`config.mk`:
```
export PLATFORM = sky130hd
export DESIGN_NAME = ccip_c0_rd_splitter
export DESIGN_NICKNAME = d
export VERILOG_FILES = /design/src/rtl/ccip_c0_rd_splitter.sv
export SDC_FILE = /design/constraint.sdc
export NUM_CORES = 1
export LEC_CHECK = 0
export BUFFER_PORTS_ARGS = -buffer_cell sky130_fd_sc_hd__clkbuf_2
export CORE_ASPECT_RATIO = 0.75
export CORE_UTILIZATION = 47
export DETAILED_ROUTE_END_ITERATION = 12
export MAX_ROUTING_LAYER = met4
export PLACE_DENSITY_LB_ADDON = 0.2
export SLEW_MARGIN = 20
export SYNTH_ARGS = -nofsm -noshare
export SYNTH_HDL_FRONTEND = slang
export SYNTH_SLANG_ARGS = --single-unit
```
`constraint.sdc`:
```
create_clock -name clk -period 4.4 [get_ports clk]
set_input_delay 0.66 -clock clk [delete_from_list [all_inputs] [get_ports clk]]
set_output_delay 0.66 -clock clk [all_outputs]
set_load 0.02 [all_outputs]
```
`src/rtl/ccip_c0_rd_splitter.sv`:
```
// ccip_c0_rd_splitter
// Enforces the platform CCI-P capability set on the c0 (read) channel
// between the AFU and the FIU:
//   - multi-line reads of an unsupported length are split into single-line
//     reads, each tagged in mdata[15:13] with its line index;
//   - requests on an unsupported VC are remapped to VC_DEFAULT;
//   - responses tagged by the split logic get their cl_num and mdata restored.
//
// Ports:
//   clk, reset          clock, asynchronous active-high reset
//   afu_req_*           AFU read request (valid/ready handshake)
//   fiu_almost_full     FIU c0 back-pressure
//   fiu_req_*           request toward the FIU (registered, 1-cycle latency)
//   fiu_rsp_*           read response from the FIU
//   afu_rsp_*           restored response toward the AFU (registered)
//   err_cl_len          sticky: an illegal cl_len (2) was accepted
//   err_mdata           sticky: an accepted request used mdata[15:13]
module ccip_c0_rd_splitter #(
   parameter logic [3:0] CL_LEN_SUPPORTED_MASK = 4'b0001,
   parameter logic [3:0] VC_SUPPORTED_MASK     = 4'b1111,
   parameter logic [1:0] VC_DEFAULT            = 2'd0
) (
   input  logic        clk,
   input  logic        reset,
   input  logic        afu_req_valid,
   output logic        afu_req_ready,
   input  logic [41:0] afu_req_addr,
   input  logic [1:0]  afu_req_cl_len,
   input  logic [1:0]  afu_req_vc,
   input  logic [15:0] afu_req_mdata,
   input  logic        fiu_almost_full,
   output logic        fiu_req_valid,
   output logic [41:0] fiu_req_addr,
   output logic [1:0]  fiu_req_cl_len,
   output logic [1:0]  fiu_req_vc,
   output logic [15:0] fiu_req_mdata,
   input  logic        fiu_rsp_valid,
   input  logic [1:0]  fiu_rsp_cl_num,
   input  logic [15:0] fiu_rsp_mdata,
   output logic        afu_rsp_valid,
   output logic [1:0]  afu_rsp_cl_num,
   output logic [15:0] afu_rsp_mdata,
   output logic        err_cl_len,
   output logic        err_mdata
);

   typedef enum logic {IDLE, SPLIT} state_t;

   state_t      state;
   logic [1:0]  line_idx;     // index of the next split line to emit
   logic [1:0]  line_last;    // index of the final split line (1 or 3)
   logic [41:0] lat_addr;
   logic [1:0]  lat_vc;       // already remapped at accept time
   logic [12:0] lat_mdata;
   logic        accept;

   function automatic logic [1:0] map_vc(input logic [1:0] vc);
      return VC_SUPPORTED_MASK[vc] ? vc : VC_DEFAULT;
   endfunction

   // Ready is forced low while reset is held so nothing is accepted then.
   assign afu_req_ready = !reset && (state == IDLE) && !fiu_almost_full;
   assign accept        = afu_req_valid && afu_req_ready;

   always_ff @(posedge clk or posedge reset) begin
      if (reset) begin
         state          <= IDLE;
         line_idx       <= 2'd0;
         line_last      <= 2'd0;
         lat_addr       <= '0;
         lat_vc         <= 2'd0;
         lat_mdata      <= '0;
         fiu_req_valid  <= 1'b0;
         fiu_req_addr   <= '0;
         fiu_req_cl_len <= 2'd0;
         fiu_req_vc     <= 2'd0;
         fiu_req_mdata  <= '0;
         err_cl_len     <= 1'b0;
         err_mdata      <= 1'b0;
      end else begin
         fiu_req_valid <= 1'b0;
         if (accept && (afu_req_mdata[15:13] != 3'b000)) begin
            err_mdata <= 1'b1;
         end
         case (state)
            IDLE: begin
               if (accept) begin
                  // cl_len 2 is illegal: swallow it regardless of the mask.
                  if (afu_req_cl_len == 2'd2) begin
                     err_cl_len <= 1'b1;
                  end else if (CL_LEN_SUPPORTED_MASK[afu_req_cl_len]) begin
                     fiu_req_valid  <= 1'b1;
                     fiu_req_addr   <= afu_req_addr;
                     fiu_req_cl_len <= afu_req_cl_len;
                     fiu_req_vc     <= map_vc(afu_req_vc);
                     fiu_req_mdata  <= afu_req_mdata;
                  end else begin
                     lat_addr  <= afu_req_addr;
                     lat_vc    <= map_vc(afu_req_vc);
                     lat_mdata <= afu_req_mdata[12:0];
                     line_idx  <= 2'd0;
                     line_last <= (afu_req_cl_len == 2'd3) ? 2'd3 : 2'd1;
                     state     <= SPLIT;
                  end
               end
            end
            SPLIT: begin
               if (!fiu_almost_full) begin
                  // Low address bits of a multi-line read are aligned, so
                  // OR-ing the index in selects the individual line.
                  fiu_req_valid  <= 1'b1;
                  fiu_req_addr   <= lat_addr | {40'd0, line_idx};
                  fiu_req_cl_len <= 2'd0;
                  fiu_req_vc     <= lat_vc;
                  fiu_req_mdata  <= {1'b1, line_idx, lat_mdata};
                  if (line_idx == line_last) begin
                     state <= IDLE;
                  end else begin
                     line_idx <= line_idx + 2'd1;
                  end
               end
            end
            default: state <= IDLE;
         endcase
      end
   end

   // Response restore: bit 15 marks a response to a split line; its line
   // index rides in bits [14:13] and the reserved bits go back to zero.
   always_ff @(posedge clk or posedge reset) begin
      if (reset) begin
         afu_rsp_valid  <= 1'b0;
         afu_rsp_cl_num <= 2'd0;
         afu_rsp_mdata  <= '0;
      end else begin
         afu_rsp_valid <= fiu_rsp_valid;
         if (fiu_rsp_mdata[15]) begin
            afu_rsp_cl_num <= fiu_rsp_mdata[14:13];
            afu_rsp_mdata  <= {3'b000, fiu_rsp_mdata[12:0]};
         end else begin
            afu_rsp_cl_num <= fiu_rsp_cl_num;
            afu_rsp_mdata  <= fiu_rsp_mdata;
         end
      end
   end

endmodule

```
==> run_results.csv <==
group,metric,value,unit
status,status,"finished clean",
critical_path,critical_path_buf_inv_count,2,
layout,layout_common_cells,"nand2_1, clkbuf_2, dfrtp_1, o21ai_1, mux2i_1",
timing,fin_crit,2.73,ns
floorplan,rows,35,
placement,port_buffers,168,
synth,ys_types,31,
power_and_ir_drop,vdd_ir_drop_max,0.386,mV
layout,antennaDiodeCount,0,
synth,synth_top_area_frac,0.614,
critical_path,cp_max_fo,70,
routing,drc,0,
placement,place_area,6820,um^2
synth,yosysTopAreaCell,"dfrtp_1",
layout,fin_cells,917,
floorplan,start_util,0.482,
critical_path,crit_arrival,2.07,ns
floorplan,fp.dieW,131,um
cts,clock_path_buffers,2,
routing,wl_per_cell,13.8,um
synth,synth_top_family_by_area,"simple AND/OR/NAND/NOR gates",
synth,postSynthCellCount,582,
power_and_ir_drop,power,5.10,mW
synth,synth_compound_area_frac,0.0641,
critical_path,required,3.74,ns
layout,fin_util,0.603,
routing,via_count,4435,
routing,via_per_inst,4.84,
routing,first_iter_violations,221,
synth,synth-simple-area-share,0.177,
routing,totalWireLength,12700,um
grt,grt_util_all_layers,0.222,
synth,synth_adder_area_share,0,
synth,synth.area.top_cells,"dfrtp_1, nand2_1, mux2i_1",
critical_path,worstSetupPathType,"flip-flop to primary output",
timing,worst_slew_pin_slew,1.10,ns
timing,relSlewSlack,0.268,
cts,cts_made_buffers,17,
placement,dpl_worst_slack,1.41,ns
placement,place_congestion,0.756,
floorplan,io_pins,170,
power_and_ir_drop,p_per_area,690,nW/um^2
cts,postCtsHoldBufs,0,
critical_path,slowest_stage,"buf_4",
timing,finalSetupTns,0,ns
layout,fillerInstances,1068,
cts,htreeDepth,4,
cts,cts.repair.resized,0,
timing,fmax,367,MHz
cts,tritoncts,"yes",
layout,final_common_cell,"nand2_1",
grt,grt_pass1_wl,22000,um
cts,post_cts_buffers,0,
layout,finalInstanceArea,7400,um^2
floorplan,die-area,13000,um^2
layout,area_delta_synth_final,25.2,%
synth,ys.flop_type,"dfrtp_1",
cts,root_buffer,"clkbuf_16",
cts,clock_latency,0.41,ns
synth,synth_edf_count,0,
critical_path,crit_chain,"buf_4, nor3_1, clkbuf_2",
synth,netlist_area,5910,um^2
placement,dp_hpwl,8540,um
timing,timing.hold.ws,0.348,ns
timing,report.final.slew_viol_count,0,
timing,finalCritPeriodShare,0.620,
synth,synthXorXnorAreaFrac,0.00296,
grt,grt_overflow_total,0,
routing,firstDrtPassIters,4,
timing,rsz0062_at_grt,"false",
timing,setup_viol,0,
cts,cts.sinks,145,
grt,grt_max_degree,75,
run,drv_cap,0,
timing,finalClockSkew,0.0125,ns
layout,drive_above_1_share,0.285,
synth,syn-num-nets,667,
placement,dp.cells,886,
timing,hold_viol_final,0,
critical_path,cp_slowest_stage_delay,0.85,ns
synth,synth_mux_area_frac,0.102,
critical_path,cpLargestDelayFamily,"buffers and inverters",
synth,ys.warnings.count,0,
timing,fin_ws,1.67,ns
synth,async_reset_ff_frac,1.00,
synth,synth-seq-cells,145,
synth,synth_area_per_cell,10.2,um^2
floorplan,fp.dieH,99.1,um
grt,grt_antenna_before_repair,0,
synth,synth_seq_area_share,0.614,
floorplan,core,12300,um^2
power_and_ir_drop,leakagePower,3.87,nW
cts,clk_pin_slew,0.06,ns
critical_path,crit_path_end_kind,"primary output",
critical_path,startpoint_type,"flip-flop",
layout,fin_nets,824,
routing,ant_nets,0,
grt,grt_pass1_vias,4449,
min_path,hp-class,"primary input to flip-flop",
## sequential cells by signal (all words and copies together) (netlist names), 13 cells and up
register,count
afu_rsp_mdata,15
fiu_req_addr,42
fiu_req_mdata,16
lat_addr,42
lat_mdata,13
## cells by family (layout without fill, tap and decap cells)
group,Yosys count,count (layout)
xor gates and xnor gates,2,2
buffers and inverters,42,211
DFF,145,145
and+or+nand+nor,261,261
AOI/OAI and AO/OA,71,71
other,1,1
muxes,60,60
## worst reg2reg max path, delay by kind of cell (launching register included)
kind	cells	cell delay, ns
buffers and inverters	2	1.24
and+or+nand+nor	1	0.24
DFF	1	0.42
AOI/OAI and AO/OA	1	0.34
## area by class of cell
cell class | instances | area (um^2) | share of cell area
clock buffer | 21 | 470 | 0.0636
sequential | 145 | 3630 | 0.491
clock inverter | 10 | 110 | 0.0149
tap | 166 | 208 | 0.0281
multi-input combinational | 395 | 2060 | 0.279
timing repair buffer | 175 | 893 | 0.121
inverter | 5 | 22.5 | 0.00304
## cell usage after synthesis, types with 3 or more instances
master and instances:
and2_1 3, buf_2 19, buf_4 3, buf_6 5, clkbuf_1 10, dfrtp_1 145
inv_1 5, mux2i_1 58, nand2_1 237, nand3_1 3, nor2_1 5, o21ai_0 4
o21ai_1 59
## routing by layer
metal | vias up | share of wire | global-route usage
met5 | - | 0 | -
met4 | 0 | 0.0070 | 0.0635
met3 | 11 | 0.052 | 0.0581
met2 | 127 | 0.46 | 0.332
met1 | 2093 | 0.48 | 0.301
li1 | 2204 | - | -
## report_power, final
group | leakage [nW] | switching (mW) | internal, mW
clock | 0.277 | 0.536 | 0.872
combinational | 1.79 | 0.994 | 0.602
sequential | 1.80 | 0.278 | 1.82
## worst paths after layout
check	from	to	slack (ns)	cells after the start
worst min-delay path	fiu_rsp_mdata[10]	afu_rsp_mdata[10]$_DFF_PP0_	0.35	1
min in group asynchronous	reset	fiu_req_vc[0]$_DFFE_PP0P_	0.43	2
worst min register to register	err_cl_len$_DFFE_PP0P_	err_cl_len$_DFFE_PP0P_	0.47	1
worst max-delay path	state$_DFF_PP0_	afu_req_ready	1.67	3
worst max register to register	state$_DFF_PP0_	fiu_req_cl_len[1]$_DFFE_PP0P_	2.05	4
max in group asynchronous	reset	lat_mdata[2]$_DFFE_PP0P_	2.06	4
Note: power is estimated with default switching activity, not from simulation.
